==> config.mk <==
export PLATFORM = sky130hd
export DESIGN_NAME = rsp_s2_dma_ahbic_rr_arb
export DESIGN_NICKNAME = d
export VERILOG_FILES = /design/src/rtl/rsp_s2_dma_ahbic_pkg.sv /design/src/rtl/rsp_s2_dma_ahbic_rr_pick.sv /design/src/rtl/rsp_s2_dma_ahbic_rr_arb.sv
export SDC_FILE = /design/constraint.sdc
export NUM_CORES = 1
export LEC_CHECK = 0
export BUFFER_PORTS_ARGS = -buffer_cell sky130_fd_sc_hd__buf_2
export CORE_MARGIN = 4
export CORE_UTILIZATION = 46
export DETAILED_ROUTE_END_ITERATION = 12
export PLACE_DENSITY = 0.69
export SYNTH_ARGS = -nofsm -noshare
export SYNTH_HDL_FRONTEND = slang
export SYNTH_SLANG_ARGS = --single-unit
==> constraint.sdc <==
create_clock -name HCLK -period 1.8 [get_ports HCLK]
set_input_delay 0.18 -clock HCLK [delete_from_list [all_inputs] [get_ports HCLK]]
set_output_delay 0.18 -clock HCLK [all_outputs]
set_load 0.005 [all_outputs]
==> src/rtl/rsp_s2_dma_ahbic_pkg.sv <==
// Shared encodings for the rsp_s2_dma_ahbic output-stage arbiter: AHB HTRANS/HBURST codes, FSM states, burst reload.
// Latency: n/a (types and pure functions only).
// Backpressure: n/a.
package rsp_s2_dma_ahbic_pkg;

    typedef enum logic [1:0] {
        HTRANS_IDLE   = 2'b00,
        HTRANS_BUSY   = 2'b01,
        HTRANS_NONSEQ = 2'b10,
        HTRANS_SEQ    = 2'b11
    } htrans_e;

    typedef enum logic [2:0] {
        HBURST_SINGLE = 3'b000,
        HBURST_INCR   = 3'b001,
        HBURST_WRAP4  = 3'b010,
        HBURST_INCR4  = 3'b011,
        HBURST_WRAP8  = 3'b100,
        HBURST_INCR8  = 3'b101,
        HBURST_WRAP16 = 3'b110,
        HBURST_INCR16 = 3'b111
    } hburst_e;

    typedef enum logic [1:0] {
        ST_IDLE  = 2'd0,
        ST_GRANT = 2'd1,
        ST_BURST = 2'd2,
        ST_LOCK  = 2'd3
    } arb_state_e;

    // Beats remaining after the NONSEQ beat of a fixed-length burst.
    // SINGLE and undefined-length INCR never pin the grant through the counter.
    function automatic logic [3:0] burst_len(input logic [2:0] hburst);
        logic [3:0] len;
        case (hburst)
            HBURST_WRAP4,  HBURST_INCR4:  len = 4'd3;
            HBURST_WRAP8,  HBURST_INCR8:  len = 4'd7;
            HBURST_WRAP16, HBURST_INCR16: len = 4'd15;
            default:                      len = 4'd0;
        endcase
        return len;
    endfunction

endpackage

==> src/rtl/rsp_s2_dma_ahbic_rr_pick.sv <==
// Rotating-priority picker: first asserted request strictly after ptr_i, wrapping modulo NUM_PORTS.
// Latency: purely combinational.
// Backpressure: none; the caller decides when the pick is consumed.
module rsp_s2_dma_ahbic_rr_pick
    import rsp_s2_dma_ahbic_pkg::*;
#(
    parameter int NUM_PORTS = 4,
    parameter int PORT_W    = 2
) (
    input  logic [NUM_PORTS-1:0] req_i,
    input  logic [PORT_W-1:0]    ptr_i,
    output logic [PORT_W-1:0]    win_o,
    output logic                 any_o
);

    logic [PORT_W-1:0] idx;

    // Walk NUM_PORTS positions starting one past the last winner; first hit wins.
    always_comb begin
        win_o = '0;
        any_o = 1'b0;
        idx   = '0;
        if ({1'b0, ptr_i} >= (PORT_W+1)'(NUM_PORTS)) begin
            // A pointer outside the port range cannot be produced by the top level.
            win_o = 'x;
            any_o = |req_i;
        end else begin
            for (int i = 1; i <= NUM_PORTS; i++) begin
                idx = PORT_W'((int'(ptr_i) + i) % NUM_PORTS);
                if (!any_o && req_i[idx]) begin
                    any_o = 1'b1;
                    win_o = idx;
                end
            end
        end
    end

endmodule

==> src/rtl/rsp_s2_dma_ahbic_rr_arb.sv <==
// Round-robin arbiter choosing which bus-switch input owns the shared slave address phase.
// Latency: request seen with HREADYM=1 and no hold -> addr_in_port/no_port registered next cycle.
// Backpressure: HREADYM=0 freezes every register; fixed bursts, BUSY and locked sequences hold the grant.
module rsp_s2_dma_ahbic_rr_arb
    import rsp_s2_dma_ahbic_pkg::*;
#(
    parameter int NUM_PORTS = 4,
    parameter int PORT_W    = 2
) (
    input  logic                 HCLK,
    input  logic                 HRESET,
    input  logic [NUM_PORTS-1:0] req_port,
    input  logic                 HREADYM,
    input  logic                 HSELM,
    input  logic [1:0]           HTRANSM,
    input  logic [2:0]           HBURSTM,
    input  logic                 HMASTLOCKM,
    output logic [PORT_W-1:0]    addr_in_port,
    output logic                 no_port
);

    arb_state_e        state_q, state_d;
    logic [3:0]        burst_cnt_q, burst_cnt_d;
    logic [PORT_W-1:0] rr_ptr_q, rr_ptr_d;
    logic [PORT_W-1:0] addr_q, addr_d;
    logic              no_port_q, no_port_d;

    logic [PORT_W-1:0] pick_win;
    logic              pick_any;
    logic              cnt_live;
    logic              busy_hold;
    logic              rearb;

    rsp_s2_dma_ahbic_rr_pick #(
        .NUM_PORTS (NUM_PORTS),
        .PORT_W    (PORT_W)
    ) u_pick (
        .req_i (req_port),
        .ptr_i (rr_ptr_q),
        .win_o (pick_win),
        .any_o (pick_any)
    );

    // Burst beat counter: value it takes this cycle if HREADYM allows the update.
    always_comb begin
        burst_cnt_d = '0;
        if (HSELM) begin
            case (HTRANSM)
                HTRANS_NONSEQ: burst_cnt_d = burst_len(HBURSTM);
                HTRANS_SEQ:    burst_cnt_d = (burst_cnt_q != 4'd0) ? burst_cnt_q - 4'd1 : 4'd0;
                HTRANS_BUSY:   burst_cnt_d = burst_cnt_q;
                default:       burst_cnt_d = '0;   // IDLE terminates the burst early
            endcase
        end
    end

    assign cnt_live  = (burst_cnt_d != 4'd0);
    assign busy_hold = HSELM && (HTRANSM == HTRANS_BUSY);

    // Grant FSM: decide whether the current owner keeps the bus or the picker runs.
    always_comb begin
        state_d   = state_q;
        addr_d    = addr_q;
        no_port_d = no_port_q;
        rr_ptr_d  = rr_ptr_q;
        rearb     = 1'b0;
        case (state_q)
            ST_IDLE: begin
                rearb = 1'b1;
            end
            ST_GRANT, ST_BURST, ST_LOCK: begin
                if (HMASTLOCKM) begin
                    state_d = ST_LOCK;
                end else if (cnt_live) begin
                    state_d = ST_BURST;
                end else if (busy_hold) begin
                    // A BUSY beat keeps the owner; leaving a lock falls back to plain grant.
                    state_d = (state_q == ST_LOCK) ? ST_GRANT : state_q;
                end else begin
                    rearb = 1'b1;
                end
            end
            default: begin
                state_d   = ST_IDLE;
                no_port_d = 1'b1;
            end
        endcase

        // Re-arbitration: a winner gets the bus; with nobody asking the mux idles
        // and both the last index and the pointer are left where they were.
        if (rearb) begin
            if (pick_any) begin
                state_d   = ST_GRANT;
                addr_d    = pick_win;
                rr_ptr_d  = pick_win;
                no_port_d = 1'b0;
            end else begin
                state_d   = ST_IDLE;
                no_port_d = 1'b1;
            end
        end
    end

    // State and output registers: reset wins over everything, HREADYM=0 freezes.
    always_ff @(posedge HCLK) begin
        if (HRESET) begin
            state_q     <= ST_IDLE;
            burst_cnt_q <= '0;
            rr_ptr_q    <= PORT_W'(NUM_PORTS - 1);
            addr_q      <= '0;
            no_port_q   <= 1'b1;
        end else if (HREADYM) begin
            state_q     <= state_d;
            burst_cnt_q <= burst_cnt_d;
            rr_ptr_q    <= rr_ptr_d;
            addr_q      <= addr_d;
            no_port_q   <= no_port_d;
        end
    end

    assign addr_in_port = addr_q;
    assign no_port      = no_port_q;

endmodule

# After elaboration in Yosys (flattened, before gate mapping)
# Cells that the tools add are included.
[word_totals]
register_bits = 11
romBits = 0
mem_count = 0
wordCells = 78
latchBits = 0
inputBits = 14
ramBits = 0
[op_classes]
mux = 32
n_eq_ne = 12
reduce_logical = 20
div = 0
mul = 0
n_lt_le_gt_ge = 4
n_shift = 0
n_addsub = 5
bitwise = 0
[op_table]
columns = ["cell", "n"]
rows = [
  ["$pmux 4 s3", 2],
  ["$mux 2", 10],
  ["$reduce_bool 4->1", 4],
  ["$mux 1", 13],
  ["$eq 3x3->1 const B", 4],
  ["$lt 2x3->1 const B", 4],
  ["$bmux 1 s2", 4],
  ["$eq 2x2->1 const B", 4],
  ["$mux 4", 2],
  ["$eq 3x2->1 const B", 2],
  ["$reduce_or 2->1", 3],
  ["$add 2x1->2 const B", 2],
  ["$add 2x2->2 const B", 2],
  ["$eq 2x1->1 const B", 2],
  ["$logic_and 1x1->1", 4],
  ["$reduce_and 4->1", 1],
  ["$sub 4x1->4 const B", 1],
  ["$logic_not 1->1", 3],
  ["$reduce_and 3->1", 1],
  ["$reduce_or 3->1", 1],
  ["$logic_not 2->1", 1],
  ["$pmux 1 s2", 1],
  ["$reduce_and 2->1", 1],
  ["$reduce_bool 2->1", 1],
]

# Depth between registers and ports, before layout
[depth]
word_depth = 15
depth_mapped = 8
ltp_nobuf = 8

# Modules after synthesis
# Synthesis repeated with hierarchy kept, for this count alone.
[unflattened]
hier_cells = 107
area_unflattened_um2 = 850.8
[by_module_without_submodules]
columns = ["mod", "n_inst", "seq_area_each_um2", "cells_each", "area_each_um2"]
rows = [
  ["rsp_s2_dma_ahbic_rr_arb", 1, 220.2, 93, 759.5],
  ["rsp_s2_dma_ahbic_rr_pick", 1, 0.0, 14, 91.3],
]

# Worst setup path before layout
# Ideal clock, no wire load.
[synth_path]
kind = "register to register"
startpoint = "register burst_cnt_q[0]"
endpoint = "register state_q[1]"
t_arrival_ns = 1.967
synth_period_minus_slack_ns = 2.026
path_buffers = 0
stages_incl_launch_ff = 9
setup_slack_ns = -0.226
path_cell_list = "dfxtp_1 inv_1 ha_1 and4b_1 o21ai_1 o211ai_2 or4_4 a41oi_1 a32o_2"
[synth_between]
elab_chain_len = 10
[synth_rtl]
columns = ["item", "line", "text"]
rows = [
  ["start, declared", "rsp_s2_dma_ahbic_rr_arb.sv:23", "logic [3:0] burst_cnt_q, burst_cnt_d;"],
  ["start signal, assigned", "rsp_s2_dma_ahbic_rr_arb.sv:114", "burst_cnt_q <= burst_cnt_d;"],
  ["$sub 4x1->4 / $reduce_bool 4->1 (equally long branches)", "rsp_s2_dma_ahbic_rr_arb.sv:50", "HTRANS_SEQ: burst_cnt_d = (burst_cnt_q != 4'd0) ? burst_cnt_q - 4'd1 : 4'd0;"],
  ["$mux 4", "rsp_s2_dma_ahbic_rr_arb.sv:50", ""],
  ["$pmux 4 s3 *", "rsp_s2_dma_ahbic_rr_arb.sv:48", "case (HTRANSM)"],
  ["$mux 4 *", "rsp_s2_dma_ahbic_rr_arb.sv:47", "if (HSELM) begin"],
  ["$reduce_bool 4->1 *", "rsp_s2_dma_ahbic_rr_arb.sv:57", "assign cnt_live = (burst_cnt_d != 4'd0);"],
  ["$mux 1", "rsp_s2_dma_ahbic_rr_arb.sv:74", "end else if (cnt_live) begin"],
  ["$mux 1", "rsp_s2_dma_ahbic_rr_arb.sv:72", "if (HMASTLOCKM) begin"],
  ["$pmux 1 s2", "rsp_s2_dma_ahbic_rr_arb.sv:67", "case (state_q)"],
  ["$reduce_bool 4->1 (no line) / $reduce_bool 2->1 (equally long branches)", "--", ""],
  ["$reduce_and 4->1 (no line)", "--", ""],
  ["end signal, assigned", "rsp_s2_dma_ahbic_rr_arb.sv:113", "state_q <= state_d;"],
  ["end, declared", "rsp_s2_dma_ahbic_rr_arb.sv:22", "arb_state_e state_q, state_d;"],
]
# Mark *: on every way between the ends. The rest lies on a longest branch, timed or not. The select of a mux whose other input is x is not followed.
# A chain may end at the register's enable or synchronous reset.

# Final worst setup path
[layout_path]
startpoint = "register burst_cnt_q[0]"
endpoint = "register no_port_q (netlist: no_port)"
[layout_between]
elab_chain_len = 9
[layout_rtl]
columns = ["item", "line", "text"]
rows = [
  ["$sub 4x1->4 / $reduce_bool 4->1 (equally long branches)", "rsp_s2_dma_ahbic_rr_arb.sv:50", ""],
  ["$mux 4", "rsp_s2_dma_ahbic_rr_arb.sv:50", ""],
  ["$pmux 4 s3 *", "rsp_s2_dma_ahbic_rr_arb.sv:48", ""],
  ["$mux 4 *", "rsp_s2_dma_ahbic_rr_arb.sv:47", ""],
  ["$reduce_bool 4->1 *", "rsp_s2_dma_ahbic_rr_arb.sv:57", ""],
  ["$mux 1 *", "rsp_s2_dma_ahbic_rr_arb.sv:74", ""],
  ["$mux 1 *", "rsp_s2_dma_ahbic_rr_arb.sv:72", ""],
  ["$pmux 1 s2 *", "rsp_s2_dma_ahbic_rr_arb.sv:67", ""],
  ["$reduce_and 2->1 (no line) *", "--", ""],
  ["end signal, assigned", "rsp_s2_dma_ahbic_rr_arb.sv:117", "no_port_q <= no_port_d;"],
  ["end, declared", "rsp_s2_dma_ahbic_rr_arb.sv:26", "logic no_port_q, no_port_d;"],
]
# Mark *: on every way between the ends. The rest lies on a longest branch, timed or not.

==> impl_metrics.tcl <==
set metrics [dict create \
    outcome "finished with violations" \
    violations "setup timing" \
    cp-end-kind "flip-flop" \
    clkSinkCount 11 \
    placementRows 14 \
    rr_worst_depth 9 \
    antenna_left 0 \
    path_clk_slew_ns 0.07 \
    switchingPower_mw 0.1902 \
    max-cap-violations 0 \
    fin_hold_ws_ns 0.2279 \
    crit_type "flip-flop to flip-flop" \
    layout-drive-gt1-share_pct 35.94 \
    grt_pass1_vias 766 \
    synthCells 99 \
    diodes 0 \
    area_growth_pct 33.28 \
    max_slew.worst_pin.slew_ns 0.3960 \
    synth.net_count 114 \
    die_area_um2 2375 \
    clk_latency_ns 0.26 \
    rsz0062_at_grt "yes" \
    numCtsBuffers 3 \
    leakage_nw 0.4561 \
    drv_slew 0 \
    drtIter0Drc 16 \
    cts_max_path_buffers 2 \
    port_buffers 15 \
    drt_pre_antenna_iters 3 \
    layout.cells.non_filler 144 \
    power.internal_mw 0.4337 \
    synth.largest_area_cell "dfxtp_1" \
    critPathArrivalTime_ns 2.06 \
    vias 802 \
    hold_class "input pin to flip-flop" \
    grt_pass1_wl_mm 3.277 \
    die_w_um 48.74 \
    hold-path-cell-count 3 \
    slew_headroom_pct 73.44 \
    h-tree-depth 1 \
    synth.area.top_cells "dfxtp_1 (29%), nand2_1 (7.4%), a21oi_1 (5.2%)" \
    vdd_ir_drop_max_v 0.0006024 \
    crit_fanout 4 \
    clockRootBuffer "clkbuf_4" \
    clock_skew_ns 0.001902 \
    power_frac_comb_pct 28.8 \
    layout_common_cells "nand2_1 (15), buf_2 (15), buf_4 (12)" \
    die_h_um 48.74 \
    period_needed_ns 1.901 \
    switching_share_pct 30.49 \
    syn_avg_cell_area_um2 7.709 \
    fin_ws_ns -0.1012 \
    ys_seq_area_share_pct 28.85 \
    pin_count 17 \
    final.period_utilization_pct 105.6 \
    yosysWarnings 0 \
    grtUsageTotal_pct 16.71 \
    crit_required_ns 1.95 \
    nets 144 \
    grt_start_max_net_pins 13 \
    start_util_pct 49.51 \
    fin_tns_setup_ns -0.2708 \
    coreArea_um2 1541 \
    wl_per_cell_um 13.21 \
    setup_viol 5 \
    synth_cell_types 39 \
    post-route-drc-count 0 \
    postLayoutCoreUtil_pct 65.99 \
    ys_ff_latch 11 \
    synth_area_um2 763.2 \
    place_inst 137 \
    place_congestion 0.8356 \
    clkPwrFrac_pct 26.5 \
    hpwl_mm 1.421 \
    grt_antenna_before_repair 0 \
    p_seq_share_pct 44.6 \
    via_per_inst 5.569 \
    grt_overflow 0 \
    routed_wl_mm 1.902 \
    p_per_area_nw_per_um2 613.3 \
    cts_tree "done" \
    synth_top_area_share_pct 28.85 \
    worst_setup_path_start_kind "flip-flop" \
    fmax_ghz 0.5260 \
    hold_buffers 0 \
    hold_violations 0 \
]
## kinds of logic (layout without fill, tap and decap cells)
logic type | count (synthesis) | count (layout) | synth area share, %
buf+inv | 12 | 41 | 5.903
compound gates | 36 | 36 | 36.07
flops | 11 | 11 | 28.85
fa+ha+maj | 1 | 1 | 1.639
mux | 2 | 2 | 2.623
xor+xnor | 2 | 2 | 2.296
simple gates | 35 | 35 | 22.62
## power by group through the flow
stage          Sequential [mW]  Clock [mW]  Combinational, mW
2_1_floorplan            0.283           0              0.100
3_3_place_gp             0.283           0              0.156
3_5_place_dp             0.284           0              0.160
4_1_cts                  0.279       0.172              0.169
5_1_grt                  0.281       0.186              0.199
6_report                 0.279       0.165              0.180
## flip-flops by register name, summed over array words and instances (netlist names)
name	cells
addr_in_port	2
no_port	1
rr_ptr_q	2
burst_cnt_q	4
state_q	2
## Yosys cell counts, drive strengths merged
cell / number
nand2: 15
dfxtp: 11
inv: 10
a21oi: 8
o21ai: 7
nor2: 6
nand3: 5
a32oi: 3
nor2b: 3
o211ai: 3
a32o: 2
clkbuf: 2
mux2i: 2
a211o: 1
a211oi: 1
a21boi: 1
a21o: 1
a221oi: 1
a22o: 1
a31oi: 1
a41oi: 1
and4b: 1
ha: 1
nand2b: 1
nor3: 1
nor4: 1
o211a: 1
o21a: 1
o22ai: 1
o311ai: 1
o31ai: 1
or3: 1
or4: 1
xnor2: 1
xor2: 1
## stage by stage
stage / setup slack (ns) / power [mW] / cell area (um^2)
after global routing: -0.2118 / 0.6658 / 1017
after floorplan: 0.0004122 / 0.3831 / 789.5
final: -0.1012 / 0.6239 / 1017
after detailed placement: -0.07966 / 0.4436 / 944.7
after global placement: -0.06150 / 0.4384 / 944.7
after CTS: -0.05367 / 0.6196 / 1003
## final timing paths
path | start | to | slack (ns)
setup / recovery | burst_cnt_q[0] | no_port | -0.10
hold reg to reg | addr_in_port[0] | addr_in_port[0] | 0.47
setup reg to reg | burst_cnt_q[0] | no_port | -0.10
hold / removal | HSELM | burst_cnt_q[0] | 0.23
## final cells by class
| class | instances | area [um^2] |
|---|---|---|
| multi-input cells | 76 | 545.5 |
| clock buffers | 4 | 26.28 |
| flip-flops and latches | 11 | 222.7 |
| repair buffers | 27 | 165.2 |
| well taps | 16 | 20.02 |
| fillers | 146 | 524.3 |
| inverters | 10 | 37.54 |
## what timing repair did
| item | in CTS | in global routing |
|---|---|---|
| setup buffers | 3 | 0 |
| pin swaps | 3 | 7 |
| resized for setup | 2 | 3 |
| setup endpoints to repair | 6 | 7 |
## worst max-delay path, stage by stage, from the launching register on
cell and delay [ns]:
dfxtp_2 0.34, inv_2 0.04, ha_4 0.15, and4b_1 0.17, o21ai_2 0.14, o211ai_2 0.14, o31ai_4 0.38, buf_4 0.19
mux2i_1 0.16, nand2_1 0.07
## layer usage
layer  global-route usage [%]  part of all wire (%)  up-vias
met5                        0                     0        -
met4                    2.691                     0        0
met3                    3.988                   3.4        0
met2                    26.30                    47       10
met1                    23.36                    49      369
li1                         -                     -      423
No activity file was read; power rests on OpenSTA's default activity.
